**config.mk**
```make
export PLATFORM = sky130hd
export DESIGN_NAME = sdram_burst_arbiter_flat
export DESIGN_NICKNAME = d
export VERILOG_FILES = /design/src/rtl/sdram_burst_arbiter_if.sv /design/src/rtl/sdram_burst_arbiter.sv /design/src/flat_wrapper.sv
export SDC_FILE = /design/constraint.sdc
export NUM_CORES = 1
export LEC_CHECK = 0
export BUFFER_PORTS_ARGS = -buffer_cell sky130_fd_sc_hd__buf_2
export CAP_MARGIN = 30
export CORE_ASPECT_RATIO = 0.75
export CORE_UTILIZATION = 41
export DETAILED_ROUTE_END_ITERATION = 8
export PLACE_DENSITY = 0.75
export SKIP_CTS_REPAIR_TIMING = 1
export SLEW_MARGIN = 20
export SYNTH_ARGS = -nofsm -noshare
export SYNTH_HDL_FRONTEND = slang
export SYNTH_SLANG_ARGS = --single-unit
```
**constraint.sdc**
```tcl
create_clock -name clk -period 2.1 [get_ports clk]
set_input_delay 0.105 -clock clk [delete_from_list [all_inputs] [get_ports clk]]
set_output_delay 0.105 -clock clk [all_outputs]
set_load 0.01 [all_outputs]
```
**src/rtl/sdram_burst_arbiter_if.sv**
```systemverilog
`default_nettype none
// ============================================================================
// Module   : sdram_burst_arbiter_if
// Purpose  : Groups the signals of the SDRAM/PSRAM burst arbiter.
//            Requester side: the camera store path (write bursts) and the
//            LCD load path (read bursts).
//            Memory side: the command/data port of the memory controller.
// Modports : slave  - used by the arbiter itself
//            master - used by whatever drives the requesters and the memory
//                     controller around the arbiter
// Revision : 1.0 - initial release
// ============================================================================
interface sdram_burst_arbiter_if #(
  parameter int ADDR_WIDTH = 21
);
  // controller status
  logic                  init_done;
  // store path (write bursts)
  logic                  wr_req;
  logic [ADDR_WIDTH-1:0] wr_addr;
  logic [31:0]           wr_data_in;
  logic                  wr_data_rd;
  logic                  wr_done;
  // load path (read bursts)
  logic                  rd_req;
  logic [ADDR_WIDTH-1:0] rd_addr;
  logic [31:0]           rd_data_out;
  logic                  rd_data_out_valid;
  logic                  rd_done;
  // memory controller command port
  logic                  cmd;
  logic                  cmd_en;
  logic [ADDR_WIDTH-1:0] addr;
  logic [31:0]           wr_data;
  logic [31:0]           rd_data;
  logic                  rd_data_valid;
  logic                  error;

  modport slave (
    input  init_done, wr_req, wr_addr, wr_data_in, rd_req, rd_addr,
           rd_data, rd_data_valid,
    output wr_data_rd, wr_done, rd_data_out, rd_data_out_valid, rd_done,
           cmd, cmd_en, addr, wr_data, error
  );

  modport master (
    output init_done, wr_req, wr_addr, wr_data_in, rd_req, rd_addr,
           rd_data, rd_data_valid,
    input  wr_data_rd, wr_done, rd_data_out, rd_data_out_valid, rd_done,
           cmd, cmd_en, addr, wr_data, error
  );
endinterface
`default_nettype wire

```
**src/rtl/sdram_burst_arbiter.sv**
```systemverilog
`default_nettype none
// ============================================================================
// Module   : sdram_burst_arbiter
// Purpose  : Shares one memory-controller command port between a burst-write
//            requester and a burst-read requester. One burst at a time,
//            round-robin on ties, one-cycle cmd_en, write data streamed
//            straight from a FWFT source, read data forwarded with one
//            register stage, sticky error on read timeout.
// Ports    : clk   - frame-buffer clock
//            rst_n - asynchronous active-low reset
//            bus   - sdram_burst_arbiter_if.slave (requesters + controller)
// Config   : SDRAM_ARB_READ_PRIORITY_EN - when defined, a read always wins a
//            tie; otherwise ties alternate (first tie goes to the read).
// Params   : ADDR_WIDTH, BURST_WORDS (2..64), WR_RECOVERY, RD_TIMEOUT (>=2)
// Revision : 1.0 - initial release
// ============================================================================
module sdram_burst_arbiter #(
  parameter int ADDR_WIDTH  = 21,
  parameter int BURST_WORDS = 8,
  parameter int WR_RECOVERY = 4,
  parameter int RD_TIMEOUT  = 64
) (
  input  logic                 clk,
  input  logic                 rst_n,
  sdram_burst_arbiter_if.slave bus
);

  localparam int BEAT_W = $clog2(BURST_WORDS);
  localparam int REC_W  = $clog2(WR_RECOVERY + 2);
  localparam int TMO_W  = $clog2(RD_TIMEOUT + 1);

  localparam logic [BEAT_W-1:0] c_LAST_BEAT = BEAT_W'(BURST_WORDS - 1);
  localparam logic [REC_W-1:0]  c_REC_LAST  = REC_W'(WR_RECOVERY - 1);
  localparam logic [TMO_W-1:0]  c_TMO_LAST  = TMO_W'(RD_TIMEOUT - 1);

  typedef enum logic [2:0] {
    WAIT_INIT  = 3'd0,
    IDLE       = 3'd1,
    WR_BURST   = 3'd2,
    WR_RECOVER = 3'd3,
    RD_CMD     = 3'd4,
    RD_WAIT    = 3'd5,
    RD_DATA    = 3'd6
  } state_t;

  state_t                state_q, state_d;
  logic [BEAT_W-1:0]     beat_q, beat_d;
  logic [REC_W-1:0]      rec_q, rec_d;
  logic [TMO_W-1:0]      tmo_q, tmo_d;
  logic                  cmd_q, cmd_d;
  logic [ADDR_WIDTH-1:0] addr_q, addr_d;
  logic [31:0]           rd_data_q, rd_data_d;
  logic                  rd_valid_q, rd_valid_d;
  logic                  rd_done_q, rd_done_d;
  logic                  error_q, error_d;
  logic                  pick_rd;
  logic                  cmd_en;
  logic                  wr_data_rd;
  logic                  wr_done;

`ifdef SDRAM_ARB_READ_PRIORITY_EN
  // Display must never starve: a pending read beats a pending write.
  assign pick_rd = bus.rd_req;
`else
  // 1 = the most recent grant went to the read side.
  logic last_rd_q, last_rd_d;
  assign pick_rd = bus.rd_req & ~(bus.wr_req & last_rd_q);
`endif

  always_ff @(posedge clk or negedge rst_n) begin
    if (!rst_n) begin
      state_q    <= WAIT_INIT;
      beat_q     <= '0;
      rec_q      <= '0;
      tmo_q      <= '0;
      cmd_q      <= 1'b0;
      addr_q     <= '0;
      rd_data_q  <= '0;
      rd_valid_q <= 1'b0;
      rd_done_q  <= 1'b0;
      error_q    <= 1'b0;
`ifdef SDRAM_ARB_READ_PRIORITY_EN
`else
      last_rd_q  <= 1'b0;
`endif
    end else begin
      state_q    <= state_d;
      beat_q     <= beat_d;
      rec_q      <= rec_d;
      tmo_q      <= tmo_d;
      cmd_q      <= cmd_d;
      addr_q     <= addr_d;
      rd_data_q  <= rd_data_d;
      rd_valid_q <= rd_valid_d;
      rd_done_q  <= rd_done_d;
      error_q    <= error_d;
`ifdef SDRAM_ARB_READ_PRIORITY_EN
`else
      last_rd_q  <= last_rd_d;
`endif
    end
  end

  always_comb begin
    state_d    = state_q;
    beat_d     = beat_q;
    rec_d      = rec_q;
    tmo_d      = tmo_q;
    cmd_d      = cmd_q;
    addr_d     = addr_q;
    rd_data_d  = rd_data_q;
    rd_valid_d = 1'b0;
    rd_done_d  = 1'b0;
    error_d    = error_q;
    cmd_en     = 1'b0;
    wr_data_rd = 1'b0;
    wr_done    = 1'b0;
`ifdef SDRAM_ARB_READ_PRIORITY_EN
`else
    last_rd_d  = last_rd_q;
`endif

    case (state_q)
      WAIT_INIT: begin
        if (bus.init_done) state_d = IDLE;
      end

      IDLE: begin
        // The winner's address is captured here so addr/cmd are already
        // stable in the cmd_en cycle and keep holding afterwards.
        if (bus.wr_req || bus.rd_req) begin
          beat_d = '0;
`ifdef SDRAM_ARB_READ_PRIORITY_EN
`else
          last_rd_d = pick_rd;
`endif
          if (pick_rd) begin
            cmd_d   = 1'b0;
            addr_d  = bus.rd_addr;
            state_d = RD_CMD;
          end else begin
            cmd_d   = 1'b1;
            addr_d  = bus.wr_addr;
            state_d = WR_BURST;
          end
        end
      end

      WR_BURST: begin
        // The strobe cycle already consumes the first FWFT word.
        wr_data_rd = 1'b1;
        cmd_en     = (beat_q == '0);
        beat_d     = beat_q + 1'b1;
        if (beat_q == c_LAST_BEAT) begin
          wr_done = 1'b1;
          rec_d   = '0;
          state_d = (WR_RECOVERY == 0) ? IDLE : WR_RECOVER;
        end
      end

      WR_RECOVER: begin
        rec_d = rec_q + 1'b1;
        if (rec_q == c_REC_LAST) state_d = IDLE;
      end

      RD_CMD: begin
        cmd_en  = 1'b1;
        tmo_d   = TMO_W'(1);   // counts cycles elapsed since cmd_en
        state_d = RD_WAIT;
      end

      RD_WAIT, RD_DATA: begin
        if (bus.rd_data_valid) begin
          rd_data_d  = bus.rd_data;
          rd_valid_d = 1'b1;
          beat_d     = beat_q + 1'b1;
          state_d    = RD_DATA;
          if (beat_q == c_LAST_BEAT) begin
            rd_done_d = 1'b1;   // lines up with the last forwarded beat
            state_d   = IDLE;
          end
        end else if (state_q == RD_WAIT) begin
          // Only the wait for the first beat is timed.
          tmo_d = tmo_q + 1'b1;
          if (tmo_q == c_TMO_LAST) begin
            error_d   = 1'b1;
            rd_done_d = 1'b1;
            state_d   = IDLE;
          end
        end
      end

      default: state_d = WAIT_INIT;
    endcase
  end

  assign bus.cmd_en            = cmd_en;
  assign bus.cmd               = cmd_q;
  assign bus.addr              = addr_q;
  assign bus.wr_data           = bus.wr_data_in;
  assign bus.wr_data_rd        = wr_data_rd;
  assign bus.wr_done           = wr_done;
  assign bus.rd_data_out       = rd_data_q;
  assign bus.rd_data_out_valid = rd_valid_q;
  assign bus.rd_done           = rd_done_q;
  assign bus.error             = error_q;

endmodule
`default_nettype wire

```
**src/flat_wrapper.sv**
```systemverilog
// flat-port wrapper written by rule: the top's interface ports become plain ports
module sdram_burst_arbiter_flat 
#(
  parameter int ADDR_WIDTH  = 21,
  parameter int BURST_WORDS = 8,
  parameter int WR_RECOVERY = 4,
  parameter int RD_TIMEOUT  = 64
)
  (clk, rst_n, bus_init_done, bus_wr_req, bus_wr_addr, bus_wr_data_in, bus_rd_req, bus_rd_addr, bus_rd_data, bus_rd_data_valid, bus_wr_data_rd, bus_wr_done, bus_rd_data_out, bus_rd_data_out_valid, bus_rd_done, bus_cmd, bus_cmd_en, bus_addr, bus_wr_data, bus_error);
  sdram_burst_arbiter_if #(.ADDR_WIDTH(ADDR_WIDTH)) bus_i ();
  input  logic clk;
  input  logic rst_n;
  input wire logic [$bits(bus_i.init_done)-1:0] bus_init_done;
  input wire logic [$bits(bus_i.wr_req)-1:0] bus_wr_req;
  input wire logic [$bits(bus_i.wr_addr)-1:0] bus_wr_addr;
  input wire logic [$bits(bus_i.wr_data_in)-1:0] bus_wr_data_in;
  input wire logic [$bits(bus_i.rd_req)-1:0] bus_rd_req;
  input wire logic [$bits(bus_i.rd_addr)-1:0] bus_rd_addr;
  input wire logic [$bits(bus_i.rd_data)-1:0] bus_rd_data;
  input wire logic [$bits(bus_i.rd_data_valid)-1:0] bus_rd_data_valid;
  output wire logic [$bits(bus_i.wr_data_rd)-1:0] bus_wr_data_rd;
  output wire logic [$bits(bus_i.wr_done)-1:0] bus_wr_done;
  output wire logic [$bits(bus_i.rd_data_out)-1:0] bus_rd_data_out;
  output wire logic [$bits(bus_i.rd_data_out_valid)-1:0] bus_rd_data_out_valid;
  output wire logic [$bits(bus_i.rd_done)-1:0] bus_rd_done;
  output wire logic [$bits(bus_i.cmd)-1:0] bus_cmd;
  output wire logic [$bits(bus_i.cmd_en)-1:0] bus_cmd_en;
  output wire logic [$bits(bus_i.addr)-1:0] bus_addr;
  output wire logic [$bits(bus_i.wr_data)-1:0] bus_wr_data;
  output wire logic [$bits(bus_i.error)-1:0] bus_error;
  assign bus_i.init_done = bus_init_done;
  assign bus_i.wr_req = bus_wr_req;
  assign bus_i.wr_addr = bus_wr_addr;
  assign bus_i.wr_data_in = bus_wr_data_in;
  assign bus_i.rd_req = bus_rd_req;
  assign bus_i.rd_addr = bus_rd_addr;
  assign bus_i.rd_data = bus_rd_data;
  assign bus_i.rd_data_valid = bus_rd_data_valid;
  assign bus_wr_data_rd = bus_i.wr_data_rd;
  assign bus_wr_done = bus_i.wr_done;
  assign bus_rd_data_out = bus_i.rd_data_out;
  assign bus_rd_data_out_valid = bus_i.rd_data_out_valid;
  assign bus_rd_done = bus_i.rd_done;
  assign bus_cmd = bus_i.cmd;
  assign bus_cmd_en = bus_i.cmd_en;
  assign bus_addr = bus_i.addr;
  assign bus_wr_data = bus_i.wr_data;
  assign bus_error = bus_i.error;
  sdram_burst_arbiter #(.ADDR_WIDTH(ADDR_WIDTH), .BURST_WORDS(BURST_WORDS), .WR_RECOVERY(WR_RECOVERY), .RD_TIMEOUT(RD_TIMEOUT)) u_core (.clk(clk), .rst_n(rst_n), .bus(bus_i));
endmodule
```
### Yosys cells after proc, flatten, opt, wreduce, memory -nomap -nowiden

Cells that the tools add are included.

| storage, ports and cells | value |
|---|---|
| latch bits | 0 |
| bits in read-only memories | 0 |
| memories kept | 0 |
| flip-flop bits (word level) | 74 |
| RAM bits | 0 |

| cells by class | value |
|---|---|
| $add $sub $neg | 3 |
| divide/modulo/power cells | 0 |
| multiply operators | 0 |
| order comparisons | 0 |
| shift operators | 0 |
| multiplexer cells | 30 |
| eq/ne operators | 18 |
| reduce and logical (&&, ||, !) cells | 14 |
| bitwise gates (word level) | 4 |

Operators with widths:

| operator | number |
|---|---|
| $mux 3 | 12 |
| $mux 21 | 1 |
| $pmux 3 s6 | 1 |
| $mux 7 | 2 |
| $pmux 7 s2 | 1 |
| $eq 3x3->1 const B | 4 |
| $mux 1 | 10 |
| $eq 3x2->1 const B | 3 |
| $pmux 3 s3 | 1 |
| $ne 2x1->1 const B | 4 |
| $add 7x1->7 const B | 1 |
| $eq 7x6->1 const B | 1 |
| $add 3x1->3 const B | 2 |
| $logic_not 3->1 | 2 |
| $ne 2x2->1 const B | 3 |
| $ne 3x2->1 const B | 2 |
| $pmux 3 s2 | 1 |
| $reduce_and 2->1 | 3 |
| $reduce_and 3->1 | 2 |
| $reduce_and 6->1 | 1 |
| $reduce_and 4->1 | 1 |
| $reduce_bool 2->1 | 2 |
| $eq 3x1->1 const B | 1 |
| $reduce_bool 3->1 | 1 |
| other kinds (5) | 7 |

### Longest topological paths before layout

| depth | value |
|---|---|
| word-level depth | 6 |
| mapped depth | 6 |
| depth with buffers taken out | 5 |

### Worst setup path before layout

Ideal clock, no wire load.

| path | value |
|---|---|
| kind | reg-to-reg |
| start | register u_core.state_q[1] |
| end | register u_core.addr_q[0], in the netlist u_core.bus.addr[0] |
| slack | 497 ps |
| clock period less this slack | 1603 ps |
| arrival | 1474 ps |
| data required time | 1970 ps |
| stages on the path, launching flop included | 7 |
| cell sequence | dfrtp_1 -> buf_6 -> or3b_1 -> buf_2 -> or2_4 -> buf_6 -> o2bb2ai_1 |

| on the way | value |
|---|---|
| word-level cells in the longest chain between the ends | 2 |

RTL lines:

| what | RTL line | source |
|---|---|---|
| start: declaration | sdram_burst_arbiter.sv:46 | `state_t state_q, state_d;` |
| start signal: assignment | sdram_burst_arbiter.sv:87 | `state_q <= state_d;` |
| $eq 3x1->1 | sdram_burst_arbiter.sv:123 | `case (state_q)` |
| $reduce_and 2->1 (no line) | n/a |  |
| end signal: assignment | sdram_burst_arbiter.sv:92 | `addr_q <= addr_d;` |
| end: declaration | sdram_burst_arbiter.sv:51 | `logic [ADDR_WIDTH-1:0] addr_q, addr_d;` |

Every way passes these cells.
A chain may end at the register's enable or synchronous reset.

### Worst setup path after layout

| path | value |
|---|---|
| start | register u_core.state_q[2] |
| end | output port bus_cmd_en |

| on the way | value |
|---|---|
| word-level cells in the longest chain between the ends | 2 |

RTL lines:

| what | RTL line | source |
|---|---|---|
| $eq 3x3->1 or $eq 3x2->1 (tied branches) | sdram_burst_arbiter.sv:123 |  |
| $pmux 1 s2 (*) | sdram_burst_arbiter.sv:123 |  |
| end: declaration | flat_wrapper.sv:27 | `output wire logic [$bits(bus_i.cmd_en)-1:0] bus_cmd_en;` |

Every way passes the cells marked *; elsewhere a longest branch is shown, timed or not.

==> results.cfg <==
[clocking]
cts.clk_slew.worst_paths_ns = 0.06
root_buffer = clkbuf_16
cts_buffer_depth = 2
cts_made_buffers = 9
h-tree-depth = 3
clock_latency_ns = 0.33
cts_tree = built
clock-sinks = 74

[timing]
period_share = 0.907
drv_slew = 0
rsz0062_at_grt = no
finClkSkew_ns = 0.00778
worstMarginPinSlew_ns = 0.534
setup_viol = 0
clock.fmax_mhz = 525
setup_tns_ns = 0
fin_crit_ns = 1.90
max-slew-margin-rel = 0.640
hold_violations = 0

[floorplan]
io_pins = 204
die-area_sq_mm = 0.00926
die_h_um = 83.6
core-area_sq_mm = 0.00853
die_width_um = 111
floorplan.initialDensity = 0.427
rows = 29

[synthesis]
yosysTopAreaCell = dfrtp_1
synthTopCellsByArea = dfrtp_1, mux2_2, buf_4
ys_ff_latch = 74
yosysSeqAreaShare = 0.509
synth_top_area_share = 0.509
yosys_warnings = 0
synth_edf_count = 0
syn_area_sq_mm = 0.00364
synth.distinct_cells = 46
synth_nets = 423
syn_avg_cell_area_sq_um = 11.9
synthArstFlopShare = 1.00
syn_inst = 305
synthFlopType = dfrtp_1

[pwr]
seq_power_share = 0.378
combPwrFrac = 0.374
p_sw_w = 0.00233
max-vdd-ir-drop_mv = 0.712
p_per_area_mw_per_mm2 = 1480
p_int_w = 0.00442
clock_power_share = 0.248
leakage_nw = 2.17
p_sw_frac = 0.345

[job]
drv_cap = 0

[finish]
final_core_util = 0.535
drive_above_1_share = 0.489
syn_to_final_growth_pct = 25.3
n_fill_cell = 781
final_area_sq_mm = 0.00456
finalNetCount = 528
diodes = 0

[worst_setup_path]
worstPathMaxFanout = 16
cp.arrival_ns = 1.80
start_kind = register
cp.required_ns = 2.00
r2r_start = u_core.state_q[1]
slowest_stage = dfrtp_1
slowest_delay_ns = 0.62
crit_type = register to primary output
cp-end-kind = primary output
cp_cell_sequence = or3b_2, o41ai_1, buf_2
cp-startpoint = u_core.state_q[2]

[global_route]
grt_pass1_wl_mm = 13.9
track_usage = 0.185
grt_max_degree = 75
antenna_found_initial = 0
overflow = 0
grt_pass1_vias = 2834

[worst_hold_path]
hold_class = input port to register
min-delay-start = bus_rd_data[28]

[drt]
wl_per_cell_um = 16.2
wl_mm = 8.48
initialDrtViolationCount = 92
vias_per_cell = 5.46
ant_nets = 0
dr_total_vias = 2855
route.detailed.drc = 0
firstDrtPassIters = 4

[placed_design]
place_area_sq_mm = 0.00417
io_buffers = 139
gp_congestion = 0.760
dp_hpwl_mm = 5.86

[run_status]
outcome = finished clean
-- placed cells by master (no fill, tap or decap), types with 6 or more instances in the layout --
cell	synthesis	routed
a32oi_1	21	21
buf_2	5	138
buf_4	35	7
clkbuf_16	0	9
dfrtp_1	74	74
ha_1	6	6
inv_1	6	6
mux2_2	33	33
nand2_1	7	7
nor2b_1	6	6
o21ai_0	8	8
o2bb2ai_1	22	22
-- cells by family (layout without fill, tap and decap cells) --
kind of cell	after synthesis	count (layout)	synth area share
adders and majority gates	6	6	0.0206
buffers and inverters	63	173	0.109
AOI/OAI and AO/OA	77	77	0.170
muxes	35	35	0.108
DFF	74	74	0.509
and+or+nand+nor	49	49	0.0815
xor gates and xnor gates	1	1	0.00241
-- sequential cells by signal, summed over array words and instances (netlist names), 3 cells and up --
register / flops
u_core.tmo_q: 7
u_core.beat_q: 3
u_core.bus.rd_data_out: 32
u_core.bus.addr: 21
u_core.rec_q: 3
u_core.state_q: 3
-- critical path: cells and delay by family (launching register included) --
| family | cells | cell delay, ns |
|---|---|---|
| AND/OR/NAND/NOR | 1 | 0.55 |
| AO/OA/AOI/OAI | 1 | 0.10 |
| buffers and inverters | 1 | 0.20 |
| flip-flops | 1 | 0.62 |
-- cells in the mapped netlist, types with 2 or more instances --
master and instances:
dfrtp_1 74, buf_4 35, mux2_2 33, o2bb2ai_1 22, a32oi_1 21, clkbuf_1 14
o21ai_0 8, nand2_1 7, ha_1 6, inv_1 6, nor2b_1 6, a21oi_1 5
buf_2 5, nand2b_1 5, and2_1 4, nor2_1 4, or4_1 4, a32o_1 3
buf_6 3, nand3_1 3, nor4_1 3, o31ai_1 3, a22o_1 2, and3_1 2
mux2i_1 2, nor3_1 2, o21a_1 2, o21ba_2 2, or2_2 2
-- per-stage QoR --
stage	cells	hold WS, ns	total power [W]	setup WS, ns
4_1_cts	518	-0.0414	0.00682	0.188
2_1_floorplan	305	-0.191	0.00422	0.497
5_1_grt	523	-0.00000769	0.00719	0.101
6_report	523	0.00364	0.00675	0.196
3_5_place_dp	502	0.210	0.00510	0.304
3_3_place_gp	502	0.210	0.00499	0.381
-- power groups by stage --
stage / combinational [W] / clock [W] / sequential, W
floorplan: 0.00154 / 0 / 0.00269
global placement: 0.00245 / 0 / 0.00253
detailed placement: 0.00255 / 0 / 0.00255
CTS: 0.00254 / 0.00172 / 0.00255
global route: 0.00276 / 0.00178 / 0.00264
finish: 0.00252 / 0.00168 / 0.00255
-- area by class of cell --
| cell class | count | area, sq um | share of cell area |
|---|---|---|---|
| sequential | 74 | 1850 | 0.406 |
| clock inverter | 7 | 101 | 0.0222 |
| timing repair buffer | 151 | 831 | 0.182 |
| tap | 108 | 135 | 0.0296 |
| clock buffer | 9 | 225 | 0.0494 |
| inverter | 6 | 22.5 | 0.00494 |
| multi-input combinational | 168 | 1390 | 0.306 |
-- path summary, 6_finish.rpt --
path	slack, ns	cells past startpoint	end
worst max-delay path	0.20	3	bus_cmd_en
worst min-delay path	0.004	2	u_core.bus.rd_data_out[28]
worst max register to register	0.29	4	u_core.bus.rd_data_out[20]
worst min register to register	0.47	1	u_core.bus.error
max in group asynchronous	1.32	3	u_core.tmo_q[1]
min in group asynchronous	0.22	2	u_core.bus.rd_data_out[6]
-- routing by layer --
| layer | up-vias | GRT usage | part of all wire |
|---|---|---|---|
| met5 | - | 0 | 0 |
| met2 | 125 | 0.289 | 0.47 |
| met1 | 1410 | 0.238 | 0.44 |
| li1 | 1314 | - | - |
| met3 | 6 | 0.0726 | 0.088 |
| met4 | 0 | 0.0533 | 0.0071 |
Note: power is estimated with default switching activity, not from simulation.
